$ cat config.mk
export PLATFORM = sky130hd
export DESIGN_NAME = traffic_signal_timed
export DESIGN_NICKNAME = d
export VERILOG_FILES = /design/src/rtl/traffic_signal_timed.sv
export SDC_FILE = /design/constraint.sdc
export NUM_CORES = 1
export LEC_CHECK = 0
export ABC_AREA = 1
export CAP_MARGIN = 20
export CORE_MARGIN = 1
export CORE_UTILIZATION = 46
export CTS_BUF_LIST = sky130_fd_sc_hd__clkbuf_4 sky130_fd_sc_hd__clkbuf_8
export CTS_CLUSTER_SIZE = 28
export DETAILED_ROUTE_END_ITERATION = 16
export DONT_BUFFER_PORTS = 1
export PLACE_DENSITY = 0.67
export RECOVER_POWER = 100
export SYNTH_ARGS = -nofsm -noshare
export SYNTH_HDL_FRONTEND = slang
export SYNTH_SLANG_ARGS = --single-unit
export TNS_END_PERCENT = 30
$ cat constraint.sdc
create_clock -name clk -period 1.35 [get_ports clk]
set_input_delay 0.405 -clock clk [delete_from_list [all_inputs] [get_ports clk]]
set_output_delay 0.405 -clock clk [all_outputs]
set_load 0.005 [all_outputs]
$ cat src/rtl/traffic_signal_timed.sv
// Timed highway/country-road signal controller: per-phase dwell timers, min/max greens, latched car request.
// Optional night-flash mode is compiled in by defining FLASH_MODE_EN.
module traffic_signal_timed #(
  parameter int CNT_W       = 8,
  parameter int T_MIN_GREEN = 10,
  parameter int T_YELLOW    = 3,
  parameter int T_ALL_RED   = 2,
  parameter int T_CR_MIN    = 5,
  parameter int T_CR_MAX    = 20,
  parameter int T_FLASH     = 4
) (
  input  logic             clk,
  input  logic             clear,
  input  logic             signal,
`ifdef FLASH_MODE_EN
  input  logic             flash,
`endif
  output logic [2:0]       highway,
  output logic [2:0]       country_road,
  output logic [2:0]       phase,
  output logic [CNT_W-1:0] timer
);

  localparam logic [2:0] HW_GREEN  = 3'd0;
  localparam logic [2:0] HW_YELLOW = 3'd1;
  localparam logic [2:0] ALL_RED1  = 3'd2;
  localparam logic [2:0] CR_GREEN  = 3'd3;
  localparam logic [2:0] CR_YELLOW = 3'd4;
  localparam logic [2:0] ALL_RED2  = 3'd5;
`ifdef FLASH_MODE_EN
  localparam logic [2:0] FLASH     = 3'd6;
`endif

  localparam logic [2:0] LAMP_RED    = 3'b100;
  localparam logic [2:0] LAMP_YELLOW = 3'b010;
  localparam logic [2:0] LAMP_GREEN  = 3'b001;
`ifdef FLASH_MODE_EN
  localparam logic [2:0] LAMP_OFF    = 3'b000;
`endif

  localparam logic [CNT_W-1:0] LD_MIN_GREEN = CNT_W'(T_MIN_GREEN - 1);
  localparam logic [CNT_W-1:0] LD_YELLOW    = CNT_W'(T_YELLOW - 1);
  localparam logic [CNT_W-1:0] LD_ALL_RED   = CNT_W'(T_ALL_RED - 1);
  localparam logic [CNT_W-1:0] LD_CR_MIN    = CNT_W'(T_CR_MIN - 1);
  localparam logic [CNT_W-1:0] CR_LAST      = CNT_W'(T_CR_MAX - 1);
`ifdef FLASH_MODE_EN
  localparam logic [CNT_W-1:0] LD_FLASH     = CNT_W'(T_FLASH - 1);
`endif

  // Every dwell must be at least one cycle and representable by the timer.
  localparam int N_T = 6;
  localparam int T_ARR [N_T] = '{T_MIN_GREEN, T_YELLOW, T_ALL_RED, T_CR_MIN, T_CR_MAX, T_FLASH};

  genvar gi;
  generate
    for (gi = 0; gi < N_T; gi++) begin : g_tchk
      if (T_ARR[gi] < 1 || longint'(T_ARR[gi]) >= (longint'(1) << CNT_W)) begin : g_bad
        $error("traffic_signal_timed: dwell parameter %0d out of range", gi);
      end
    end
    if (T_CR_MAX < T_CR_MIN) begin : g_bad_cr
      $error("traffic_signal_timed: T_CR_MAX must be >= T_CR_MIN");
    end
  endgenerate

  logic [2:0]       state_reg, state_next;
  logic [CNT_W-1:0] timer_reg, timer_next;
  logic [CNT_W-1:0] cr_elapsed_reg, cr_elapsed_next;
  logic             req_reg, req_next;
  logic             tmr_zero;
`ifdef FLASH_MODE_EN
  logic             blink_reg, blink_next;
`endif

  assign tmr_zero = (timer_reg == '0);

  always_comb begin
    state_next      = state_reg;
    timer_next      = tmr_zero ? '0 : timer_reg - 1'b1;
    cr_elapsed_next = cr_elapsed_reg;
    req_next        = req_reg | (signal && (state_reg != CR_GREEN));
`ifdef FLASH_MODE_EN
    blink_next      = blink_reg;
`endif
    case (state_reg)
      HW_GREEN: begin
        if (tmr_zero && (req_reg || signal)) begin
          state_next = HW_YELLOW;
          timer_next = LD_YELLOW;
        end
      end
      HW_YELLOW: begin
        if (tmr_zero) begin
          state_next = ALL_RED1;
          timer_next = LD_ALL_RED;
        end
      end
      ALL_RED1: begin
        if (tmr_zero) begin
          state_next      = CR_GREEN;
          timer_next      = LD_CR_MIN;
          cr_elapsed_next = '0;
          req_next        = 1'b0;
        end
      end
      CR_GREEN: begin
        // Minimum green is the timer; maximum green is the elapsed count.
        cr_elapsed_next = cr_elapsed_reg + 1'b1;
        if (tmr_zero && (!signal || cr_elapsed_reg == CR_LAST)) begin
          state_next = CR_YELLOW;
          timer_next = LD_YELLOW;
        end
      end
      CR_YELLOW: begin
        if (tmr_zero) begin
          state_next = ALL_RED2;
          timer_next = LD_ALL_RED;
        end
      end
      ALL_RED2: begin
        if (tmr_zero) begin
          state_next = HW_GREEN;
          timer_next = LD_MIN_GREEN;
        end
      end
`ifdef FLASH_MODE_EN
      FLASH: begin
        if (!flash) begin
          state_next = ALL_RED2;
          timer_next = LD_ALL_RED;
        end else if (tmr_zero) begin
          blink_next = ~blink_reg;
          timer_next = LD_FLASH;
        end
      end
`endif
      default: begin
        state_next = HW_GREEN;
        timer_next = LD_MIN_GREEN;
      end
    endcase
`ifdef FLASH_MODE_EN
    // Flash request pre-empts every phase; the car request survives it.
    if (flash && state_reg != FLASH) begin
      state_next = FLASH;
      timer_next = LD_FLASH;
      blink_next = 1'b1;
      req_next   = req_reg | (signal && (state_reg != CR_GREEN));
    end
`endif
  end

  always_ff @(posedge clk or negedge clear) begin
    if (!clear) begin
      state_reg      <= HW_GREEN;
      timer_reg      <= LD_MIN_GREEN;
      cr_elapsed_reg <= '0;
      req_reg        <= 1'b0;
`ifdef FLASH_MODE_EN
      blink_reg      <= 1'b0;
`endif
    end else begin
      state_reg      <= state_next;
      timer_reg      <= timer_next;
      cr_elapsed_reg <= cr_elapsed_next;
      req_reg        <= req_next;
`ifdef FLASH_MODE_EN
      blink_reg      <= blink_next;
`endif
    end
  end

  always_comb begin
    highway      = LAMP_RED;
    country_road = LAMP_RED;
    case (state_reg)
      HW_GREEN:  highway      = LAMP_GREEN;
      HW_YELLOW: highway      = LAMP_YELLOW;
      CR_GREEN:  country_road = LAMP_GREEN;
      CR_YELLOW: country_road = LAMP_YELLOW;
`ifdef FLASH_MODE_EN
      FLASH: begin
        highway      = blink_reg ? LAMP_YELLOW : LAMP_OFF;
        country_road = blink_reg ? LAMP_RED : LAMP_OFF;
      end
`endif
      default: ;
    endcase
  end

  assign phase = state_reg;
  assign timer = timer_reg;

endmodule

==> qor.csv <==
stage,metric,value,unit
status,status,"finished, violations left",
status,failing checks,setup timing,
run,Maximum Capacitance Violations,0,
timing,fmax,654,MHz
timing,period utilization,113,%
synthesis,Cells after Synth,157,
critical_path,Critical Path RT,950,ps
critical_path,Worst path top cell family by delay,flip-flops,
placed_design,number of port buffers,0,
cts,clk root buf,clkbuf_4,
cts,Num CTS Buffers,3,
synthesis,synthesized area,1230,µm²
finish,fraction of layout instances using a drive strength above 1,44.1,%
global_routing,vias in the first global route,1019,
synthesis,syn_nets,163,
timing,RSZ-0062 raised after global routing,yes,
cts,CTS sink cnt,20,
detailed_routing,DRT Pass-1 Iters,4,
power,Seq pwr share,26.3,%
detailed_routing,wire per inst,13.3,µm
power,worst vdd ir,2040,µV
synthesis,Yosys cell types,28,
synthesis,Ys Warns,0,
die,die width,53.7,µm
timing,final setup margin,-178,ps
finish,Filler cells,189,
placed_design,dpl hpwl,1.98,mm
synthesis,syn_area_per_cell,7.83,µm²
die,IO Count,20,
global_routing,GRT overflow,0,
die,DIE AREA,2880,µm²
critical_path,"Max FO, Critical Path",5,
timing,max-slew violations,0,
detailed_routing,DRC Markers,0,
critical_path,R2R Setup Slk,-50,ps
cts,clock-pin slew on the worst setup and hold paths,120,ps
timing,final setup vio count,15,
power,clock network fraction of total power,12.5,%
finish,Layout Nets,193,
die,total core area,2500,µm²
power,Cell Pwr Density,2430,nW/µm²
detailed_routing,starting DRC count in detailed routing,23,
die,Starting Density,49.2,%
critical_path,ordered cell list for the critical path,"inv_2, nand3_4, inv_6, nor2_2",
critical_path,type of element launching the critical path,flip-flop,
cts,TritonCTS clock tree,built,
power,Leakage Power,0.804,nW
critical_path,"slowest stage delay, CP",420,ps
finish,Post-Route Utilization,66.4,%
global_routing,antenna violations before repair,0,
timing,clock skew,4.97,ps
detailed_routing,vias post-DR,1111,
critical_path,WP buf/inv,2,
critical_path,WS Path Type,reg2out,
global_routing,GRT Overall Usage,20.1,%
timing,final count of hold timing violations,0,
die,Core Rows,18,
cts,clock tree buffer depth,2,
timing,Period minus WS final,1530,ps
critical_path,CP arrival,1120,ps
synthesis,"flops & latches, synth",20,
timing,Least-Margin Pin Slew,1090,ps
cts,Clock Latency Late Sink,310,ps
critical_path,CP Capture Type,output port,
timing,Rel. slew slack,27.3,%
power,Int Power,2.21,mW
hold_path,Hold WC Path Type,in2async,
global_routing,first-pass GRT wire length,4.12,mm
power,Sw Ratio,45.3,%
critical_path,Slowest cell on crit path,dfrtp_1,
die,Die Height,53.7,µm
synthesis,register area share after synthesis,40.9,%
power,Psw,1.83,mW
finish,ANT cells,0,
power,Design Power,4.04,mW
detailed_routing,post-route ant nets,0,
power,combinational share of power,61.2,%
finish,Layout area overhead,34.9,%
global_routing,largest net degree at the start of global routing,21,
placed_design,gpl congestion,0.773,
detailed_routing,drt via density,5.14,
cts,H-tree levels,1,
detailed_routing,WL final,2.88,mm
-- logic make-up (layout without fill, tap and decap cells) --
| group | count (synthesis) | after routing | share of synthesized area, % |
|---|---|---|---|
| flip-flops | 20 | 20 | 40.9 |
| buffers and inverters | 27 | 56 | 8.44 |
| AND/OR/NAND/NOR | 83 | 83 | 35.1 |
| adder cells (fa/ha/maj) | 3 | 3 | 3.05 |
| XOR/XNOR | 5 | 5 | 3.56 |
| AO/OA/AOI/OAI | 19 | 19 | 8.95 |
-- placed cells by master (no fill, tap or decap), types with 2 or more instances in the layout --
cell	n
inv_4	2
nand3_1	10
buf_4	17
clkbuf_4	3
xor2_1	4
nand2_1	26
dfrtp_2	2
nand2_4	6
dfstp_2	2
inv_2	10
ha_4	2
nand2_2	11
nor2_2	3
dfrtp_1	16
nand3_4	3
buf_6	5
o22ai_1	3
nor2_4	6
clkbuf_1	2
nand3_2	3
o21ai_1	6
nor2_1	11
o21ai_0	3
a21oi_1	3
nand4_1	2
inv_1	14
-- synthesized netlist by cell type (all sizes together) --
cell type   n  area share (%)
a21oi       4             1.9
a22oi       1            0.61
a31oi       1            0.51
dfrtp      18              37
dfstp       2             4.3
ha          3             3.1
inv        27             8.4
nand2      43              16
nand3      16             8.3
nand3b      1             1.6
nand4       2             1.0
nor2       20             8.1
nor3        1            0.41
o21ai       9             3.7
o22ai       3             1.5
o32ai       1            0.71
xnor2       1            0.71
xor2        4             2.8
-- worst register-to-register path: cells and delay by family (launching register included) --
kind / cells / cell delay, ps
adders and majority gates: 1 / 170
buffers and inverters: 2 / 110
DFF: 1 / 560
and+or+nand+nor: 7 / 460
-- repair_timing --
action,CTS,global route
hold buffers,1,0
cloned,0,1
setup buffers,3,5
endpoints found under the setup margin,15,32
gates resized for setup,12,33
pin swaps,1,13
hold endpoints to repair,20,0
-- layout make-up --
class / count / area (µm²) / share of cell area (%)
clock buffers: 3 / 22.5 / 1.36
clock inverters: 1 / 30.0 / 1.81
inverters: 27 / 111 / 6.71
multi-input cells: 110 / 756 / 45.6
flip-flops and latches: 20 / 505 / 30.5
well taps: 30 / 37.5 / 2.26
repair buffers: 24 / 191 / 11.5
repair inverters: 1 / 5.00 / 0.302
-- routing by layer --
metal	GRT usage (%)	share of wire, %
met1	24.0	40
met4	8.33	1.3
met2	34.6	54
met3	4.24	3.9
met5	0	0
-- through the flow --
| step | hold WS [ps] | cells | instance area [µm²] | worst slack (ps) | TNS [ps] |
|---|---|---|---|---|---|
| final | 259 | 216 | 1660 | -178 | -992 |
| after global routing | 317 | 216 | 1660 | -223 | -2200 |
| after CTS | 306 | 210 | 1510 | -185 | -1160 |
| after detailed placement | 110 | 202 | 1390 | -79.5 | -229 |
| after global placement | 110 | 202 | 1390 | -64.5 | -128 |
| after floorplan | 109 | 157 | 1240 | 15.8 | 0 |
-- path summary, 6_finish.rpt --
kind | start | to | cells past startpoint
setup / recovery | phase[2] | country_road[2] | 4
hold / removal | clear | timer[6] | 1
setup reg to reg | timer[0] | phase[1] | 10
hold reg to reg | cr_elapsed_reg[7] | cr_elapsed_reg[7] | 1
max in group asynchronous | clear | phase[1] | 1
min in group clk | signal | req_reg | 4
-- power by group through the flow --
stage               logic [mW]  clock network (mW)  registers (mW)
CTS                       2.04               0.512            1.06
global placement          1.83                   0            1.05
detailed placement        1.87                   0            1.07
global route              2.72               0.533            1.10
floorplan                 1.29                   0            1.08
finish                    2.47               0.504            1.06
No activity file was read; power rests on OpenSTA's default activity.
